--- config.mk ---
export PLATFORM = sky130hd
export DESIGN_NAME = bullet_scheduler
export DESIGN_NICKNAME = d
export VERILOG_FILES = /design/src/rtl/bullet_pkg.sv /design/src/rtl/bullet_scheduler_rr_slot_picker.sv /design/src/rtl/bullet_scheduler.sv
export SDC_FILE = /design/constraint.sdc
export NUM_CORES = 1
export LEC_CHECK = 0
export CORE_UTILIZATION = 40
export CTS_CLUSTER_SIZE = 8
export DETAILED_ROUTE_END_ITERATION = 12
export GPL_TIMING_DRIVEN = 0
export PLACE_DENSITY_LB_ADDON = 0.2
export SLEW_MARGIN = 20
export SYNTH_ARGS = -nofsm -noshare
export SYNTH_HDL_FRONTEND = slang
export SYNTH_SLANG_ARGS = --single-unit
export TNS_END_PERCENT = 5
--- constraint.sdc ---
create_clock -name frame_clk -period 2.65 [get_ports frame_clk]
set_input_delay 0.53 -clock frame_clk [delete_from_list [all_inputs] [get_ports frame_clk]]
set_output_delay 0.53 -clock frame_clk [all_outputs]
set_load 0.02 [all_outputs]
--- src/rtl/bullet_pkg.sv ---
// Shared types and constants for the player's bullet pool: scheduler FSM states,
// one-hot ship directions and the ship centre used by the bullet units.
package bullet_pkg;

  typedef enum logic [1:0] {
    IDLE     = 2'd0,
    PENDING  = 2'd1,
    COOLDOWN = 2'd2
  } state_t;

  localparam logic [3:0] DIR_UP    = 4'b1000;
  localparam logic [3:0] DIR_DOWN  = 4'b0100;
  localparam logic [3:0] DIR_LEFT  = 4'b0010;
  localparam logic [3:0] DIR_RIGHT = 4'b0001;

  localparam int Ship_Center_X = 320;
  localparam int Ship_Center_Y = 240;

endpackage

--- src/rtl/bullet_scheduler_rr_slot_picker.sv ---
// Round-robin free-slot finder: returns the first free slot strictly after
// rr_ptr, scanning upward and wrapping, so rr_ptr itself is checked last.
module rr_slot_picker #(
  parameter int NUM_SLOTS = 4
) (
  input  logic [NUM_SLOTS-1:0]         free_mask,
  input  logic [$clog2(NUM_SLOTS)-1:0] rr_ptr,
  output logic                         found,
  output logic [$clog2(NUM_SLOTS)-1:0] index
);
  import bullet_pkg::*;

  localparam int PTR_W = $clog2(NUM_SLOTS);

  logic [PTR_W-1:0] cand;

  // Walk from the farthest candidate back to the nearest so the nearest wins.
  always_comb begin
    found = 1'b0;
    index = '0;
    cand  = '0;
    for (int i = NUM_SLOTS; i >= 1; i--) begin
      cand = PTR_W'((int'(rr_ptr) + i) % NUM_SLOTS);
      if (free_mask[cand]) begin
        found = 1'b1;
        index = cand;
      end
    end
  end

endmodule

--- src/rtl/bullet_scheduler.sv ---
// Turns fire-button presses into one-frame shoot pulses for a free bullet slot,
// with round-robin slot choice, a post-shot cooldown and a short pending window.
module bullet_scheduler #(
  parameter int NUM_SLOTS       = 4,
  parameter int COOLDOWN_FRAMES = 8,
  parameter int PENDING_FRAMES  = 4
) (
  input  logic                 frame_clk,
  input  logic                 Reset,
  input  logic                 fire_btn,
  input  logic [3:0]           direction,
  input  logic [NUM_SLOTS-1:0] slot_exists,
  output logic [NUM_SLOTS-1:0] shoot_bullet,
  output logic [3:0]           shot_direction,
  output logic                 busy,
  output logic [15:0]          shots_fired,
  output logic [7:0]           dropped_shots
);
  import bullet_pkg::*;

  localparam int PTR_W   = $clog2(NUM_SLOTS);
  localparam int CNT_MAX = (COOLDOWN_FRAMES > PENDING_FRAMES) ? COOLDOWN_FRAMES : PENDING_FRAMES;
  localparam int CNT_W   = $clog2(CNT_MAX + 1);

  state_t               state_q, state_d;
  logic [CNT_W-1:0]     count_q, count_d;
  logic [PTR_W-1:0]     rr_q, rr_d;
  logic                 fire_prev_q, fire_prev_d;
  logic [3:0]           last_dir_q, last_dir_d;
  logic [3:0]           shot_dir_q, shot_dir_d;
  logic [NUM_SLOTS-1:0] shoot_q, shoot_d;
  logic [NUM_SLOTS-1:0] shoot_prev_q, shoot_prev_d;
  logic [15:0]          shots_q, shots_d;
  logic [7:0]           dropped_q, dropped_d;

  logic                 press;
  logic                 do_fire;
  logic                 pick_found;
  logic [PTR_W-1:0]     pick_idx;
  logic [NUM_SLOTS-1:0] free_mask;

  assign press = fire_btn & ~fire_prev_q;
  // A freshly pulsed slot stays reserved one extra frame until its exists flag rises.
  assign free_mask = ~slot_exists & ~(shoot_q | shoot_prev_q);

  rr_slot_picker #(
    .NUM_SLOTS(NUM_SLOTS)
  ) u_picker (
    .free_mask(free_mask),
    .rr_ptr   (rr_q),
    .found    (pick_found),
    .index    (pick_idx)
  );

  always_comb begin
    state_d      = state_q;
    count_d      = count_q;
    rr_d         = rr_q;
    fire_prev_d  = fire_btn;
    last_dir_d   = $onehot(direction) ? direction : last_dir_q;
    shot_dir_d   = shot_dir_q;
    shoot_d      = '0;
    shoot_prev_d = shoot_q;
    shots_d      = shots_q;
    dropped_d    = dropped_q;
    do_fire      = 1'b0;

    case (state_q)
      IDLE: begin
        if (press) begin
          if (pick_found) begin
            do_fire = 1'b1;
          end else begin
            state_d = PENDING;
            count_d = CNT_W'(PENDING_FRAMES);
          end
        end
      end
      PENDING: begin
        if (pick_found) begin
          do_fire = 1'b1;
        end else if (count_q <= CNT_W'(1)) begin
          state_d = IDLE;
          count_d = '0;
          if (dropped_q != 8'hFF) dropped_d = dropped_q + 8'd1;
        end else begin
          count_d = count_q - CNT_W'(1);
        end
      end
      COOLDOWN: begin
        if (count_q <= CNT_W'(1)) begin
          state_d = IDLE;
          count_d = '0;
        end else begin
          count_d = count_q - CNT_W'(1);
        end
      end
      default: state_d = IDLE;
    endcase

    if (do_fire) begin
      shoot_d[pick_idx] = 1'b1;
      shot_dir_d        = last_dir_d;
      rr_d              = pick_idx;
      shots_d           = shots_q + 16'd1;
      state_d           = COOLDOWN;
      count_d           = CNT_W'(COOLDOWN_FRAMES);
    end
  end

  // fire_prev resets high so a button held through reset cannot count as a press.
  always_ff @(posedge frame_clk) begin
    if (Reset) begin
      state_q      <= IDLE;
      count_q      <= '0;
      rr_q         <= PTR_W'(NUM_SLOTS - 1);
      fire_prev_q  <= 1'b1;
      last_dir_q   <= DIR_UP;
      shot_dir_q   <= DIR_UP;
      shoot_q      <= '0;
      shoot_prev_q <= '0;
      shots_q      <= '0;
      dropped_q    <= '0;
    end else begin
      state_q      <= state_d;
      count_q      <= count_d;
      rr_q         <= rr_d;
      fire_prev_q  <= fire_prev_d;
      last_dir_q   <= last_dir_d;
      shot_dir_q   <= shot_dir_d;
      shoot_q      <= shoot_d;
      shoot_prev_q <= shoot_prev_d;
      shots_q      <= shots_d;
      dropped_q    <= dropped_d;
    end
  end

  assign shoot_bullet   = shoot_q;
  assign shot_direction = shot_dir_q;
  assign busy           = (state_q != IDLE);
  assign shots_fired    = shots_q;
  assign dropped_shots  = dropped_q;

endmodule

==> key figures <==
Route
  • Total Routed Length: 5.06 mm
  • Post-DR vias/cell: 5.17
  • # DRC: 0
  • Vias: 1997
  • DRT Pass-1 Iters: 6
  • DR iter-0 viols: around 110
  • Antenna Nets Post-Route: 0
  • Routed wire length per instance: 13.1 um

GRT
  • Gr usage total: 0.173
  • Vias in the first global route: 1873
  • Grt ovf: 0
  • First-pass GRT wire length: 8.51 mm
  • Antenna violations before repair: 0
  • Largest net degree at the start of global routing: 16

Clocking
  • Root Driver: clkbuf_8
  • Clock Latency Late Sink: 300 ps
  • Reg clk slew, reported paths: 90 ps
  • CTS tree: built
  • Hold buffer count at CTS: 0
  • Max clock buf depth: 2
  • CTS sink cnt: 49
  • TritonCTS Buffers: 5
  • H-Tree Depth: 2

Yosys
  • Synth cell types: 50
  • Top cell type's share of synthesized area: 0.415
  • Post-Syn Area: around 0.0024 mm^2
  • Post-synth top flop: dfxtp_1
  • Synth warnings: 0
  • Most common cell in the synthesized netlist: dfxtp_1
  • Synth async-reset ratio: 0
  • Register area share after synthesis: 0.415
  • Syn Nets: about 280
  • EDFF count, synth: 0
  • Ranking of synthesized cells by area: dfxtp_1, xnor2_1, nor2_1
  • Yosys reg bits: 49
  • Avg Inst Size Synth: 9.02 um^2
  • Top post-synthesis cells by count: dfxtp_1, nor2_1, xnor2_1
  • Synth area leader: dfxtp_1
  • Mapped Cells: roughly 260

Run status
  • Status: finished, final reports clean

Power and ir drop
  • PwrDens: 458 mW/mm^2
  • Leakage power: 1.06 nW
  • Max IR drop VDD: 0.000309 V
  • Pwr Total: 0.00139 W

STA
  • Slew margin rel.: 0.532
  • Clk_skew: 5.06 ps
  • Final setup viols: 0
  • Setup tns final: 0 ps
  • Max Clk Rate: 0.391 GHz
  • Hold Vio Cnt, Final: 0
  • Tcrit/Tclk final: 0.965
  • Worst Tran Pin Value: 696 ps
  • Setup repair after global routing missed its margin: no
  • Final worst slack: 93.6 ps
  • Slew Viols, Final: 0
  • Minimum clock period: 2560 ps

Floorplan
  • Chip height: between 70 and 80 um
  • Die area: 0.00622 mm^2
  • Horiz. Die Dim: 78.9 um
  • # IOs: 44
  • Core ar.: 0.00561 mm^2
  • FP Rows: 27
  • Starting Density: 0.421

Critical path
  • Worst R2R Start: state_q[0]
  • WP buf/inv: 4
  • Critical Path Fanout Max: 3
  • Crit path launch type: primary input
  • Top cell by count, worst path: inv_1
  • Family with the most delay on the worst path: adder cells
  • CP max stage delay: 480 ps
  • Worst Path Arrival: 2730 ps
  • Worst Setup SP: direction[3]
  • Reg2Reg Depth: 6
  • Worst Setup End Kind: flop
  • CP required: 2820 ps
  • Critical path cell sequence: clkdlybuf4s50_1 -> inv_1 -> fa_1 -> inv_1 -> ha_1 -> ha_4 -> nor3b_4 -> buf_6 -> mux2i_2 -> a211oi_1
  • Setup CP Type: primary input to flop
  • CP max stage cell: clkdlybuf4s50_1
  • Cell depth of the worst setup path: 10

Place
  • Pre-CTS WS: -510 ps
  • HPWL after detailed placement: 3.69 mm
  • Cell Area, Placed: 0.00288 mm^2
  • PortBufs: 42
  • Dpl cells: 376
  • Routability cong.: 0.760

Min path
  • Worst Hold Depth: 2
  • Hold Crit Start: shot_direction[3]
  • Hold/Removal Path Class: flop to flop

Final layout
  • Antenna cell count: 0
  • Fill cells: 539
  • Area grow syn2layout: 28.1%
  • Final nets: 334
  • Post-Layout Inst Area: 0.00303 mm^2
  • Cell Count, Final, Fillers Out: 386
  • Layout cells sized above 1: 0.0860

Job
  • Max-cap violations: 0
[flip-flops by register name, summed over array words and instances, names as in the netlist]
signal,flops
count_q,4
dropped_shots,8
fire_prev_q,1
last_dir_q,4
rr_q,2
shoot_bullet,4
shoot_prev_q,4
shot_direction,4
shots_fired,16
state_q,2
[path summary, 6_finish.rpt]
kind / end / slack [ps]
hold / removal: shot_direction[3] / 500
setup / recovery: shot_direction[2] / 90
hold reg to reg: shot_direction[3] / 500
setup reg to reg: dropped_shots[2] / 370
[per-layer routing]
layer,GRT usage,vias to the layer above,part of all wire
li1,-,1022,-
met1,0.234,937,0.50
met2,0.269,34,0.45
met3,0.0425,4,0.041
met4,0.0582,0,0.0067
met5,0,-,0
[final cells by class]
cell class,count,area (um^2),share of cell area
repair buffers,44,444,0.147
plain buffers,11,51.3,0.0169
multi-input cells,192,1340,0.442
clock buffers,5,68.8,0.0227
well taps,72,90.1,0.0298
inverters,10,37.5,0.0124
clock inverters,3,17.5,0.00579
flip-flops and latches,49,981,0.324
[tightest hold or removal path: stages, from the launching register on]
cell	delay (ps)
dfxtp_1	330
o21ai_0	80
nand2_1	60
[power by group]
| part | switching [W] | total, W | internal [W] |
|---|---|---|---|
| sequential | 0.0000115 | 0.000766 | 0.000754 |
| combinational | 0.0000983 | 0.000192 | 0.0000936 |
| clock | 0.000246 | 0.000428 | 0.000183 |
| total | 0.000355 | 0.00139 | 0.00103 |
[cells by family after synthesis]
logic type / count (synthesis) / synth area share
multiplexers: 7 / 0.0297
adder cells (fa/ha/maj): 10 / 0.0561
XOR/XNOR: 22 / 0.0816
buffers and inverters: 21 / 0.0376
AND/OR/NAND/NOR: 120 / 0.283
flip-flops: 49 / 0.415
AO/OA/AOI/OAI: 33 / 0.0969
[cells in the final DEF, fill, tap and decap left out, types with 3 or more instances in the layout]
cell	Yosys	layout
nor3_1	10	10
clkbuf_8	0	5
nor3_2	5	5
o21ai_0	6	6
nor2_1	40	40
mux2i_1	7	4
a21oi_1	6	6
nand2_1	14	14
dfxtp_1	49	49
clkdlybuf4s50_1	0	40
xnor2_1	22	22
and3_1	3	3
nor3b_1	5	4
clkbuf_1	8	8
nor4b_1	5	5
nand3_1	5	5
nor2b_1	6	6
nand2b_1	3	3
or3_1	5	5
inv_1	10	10
nor4_1	6	6
ha_1	9	8
a211oi_1	3	3
[stage by stage]
stage / hold slack, ps / util
after floorplan: 456 / -
after detailed placement: 474 / 0.513
final: 499 / 0.540
after CTS: 503 / 0.535
after global placement: 480 / 0.513
after global routing: 534 / 0.540
[what timing repair did]
action                                  CTS  global route
resized for setup                         2             7
gates cloned                              0             0
endpoints found under the setup margin    8             2
buffers inserted                          2             0
pin swaps                                 1             1
(Power assumes the default switching activity.)
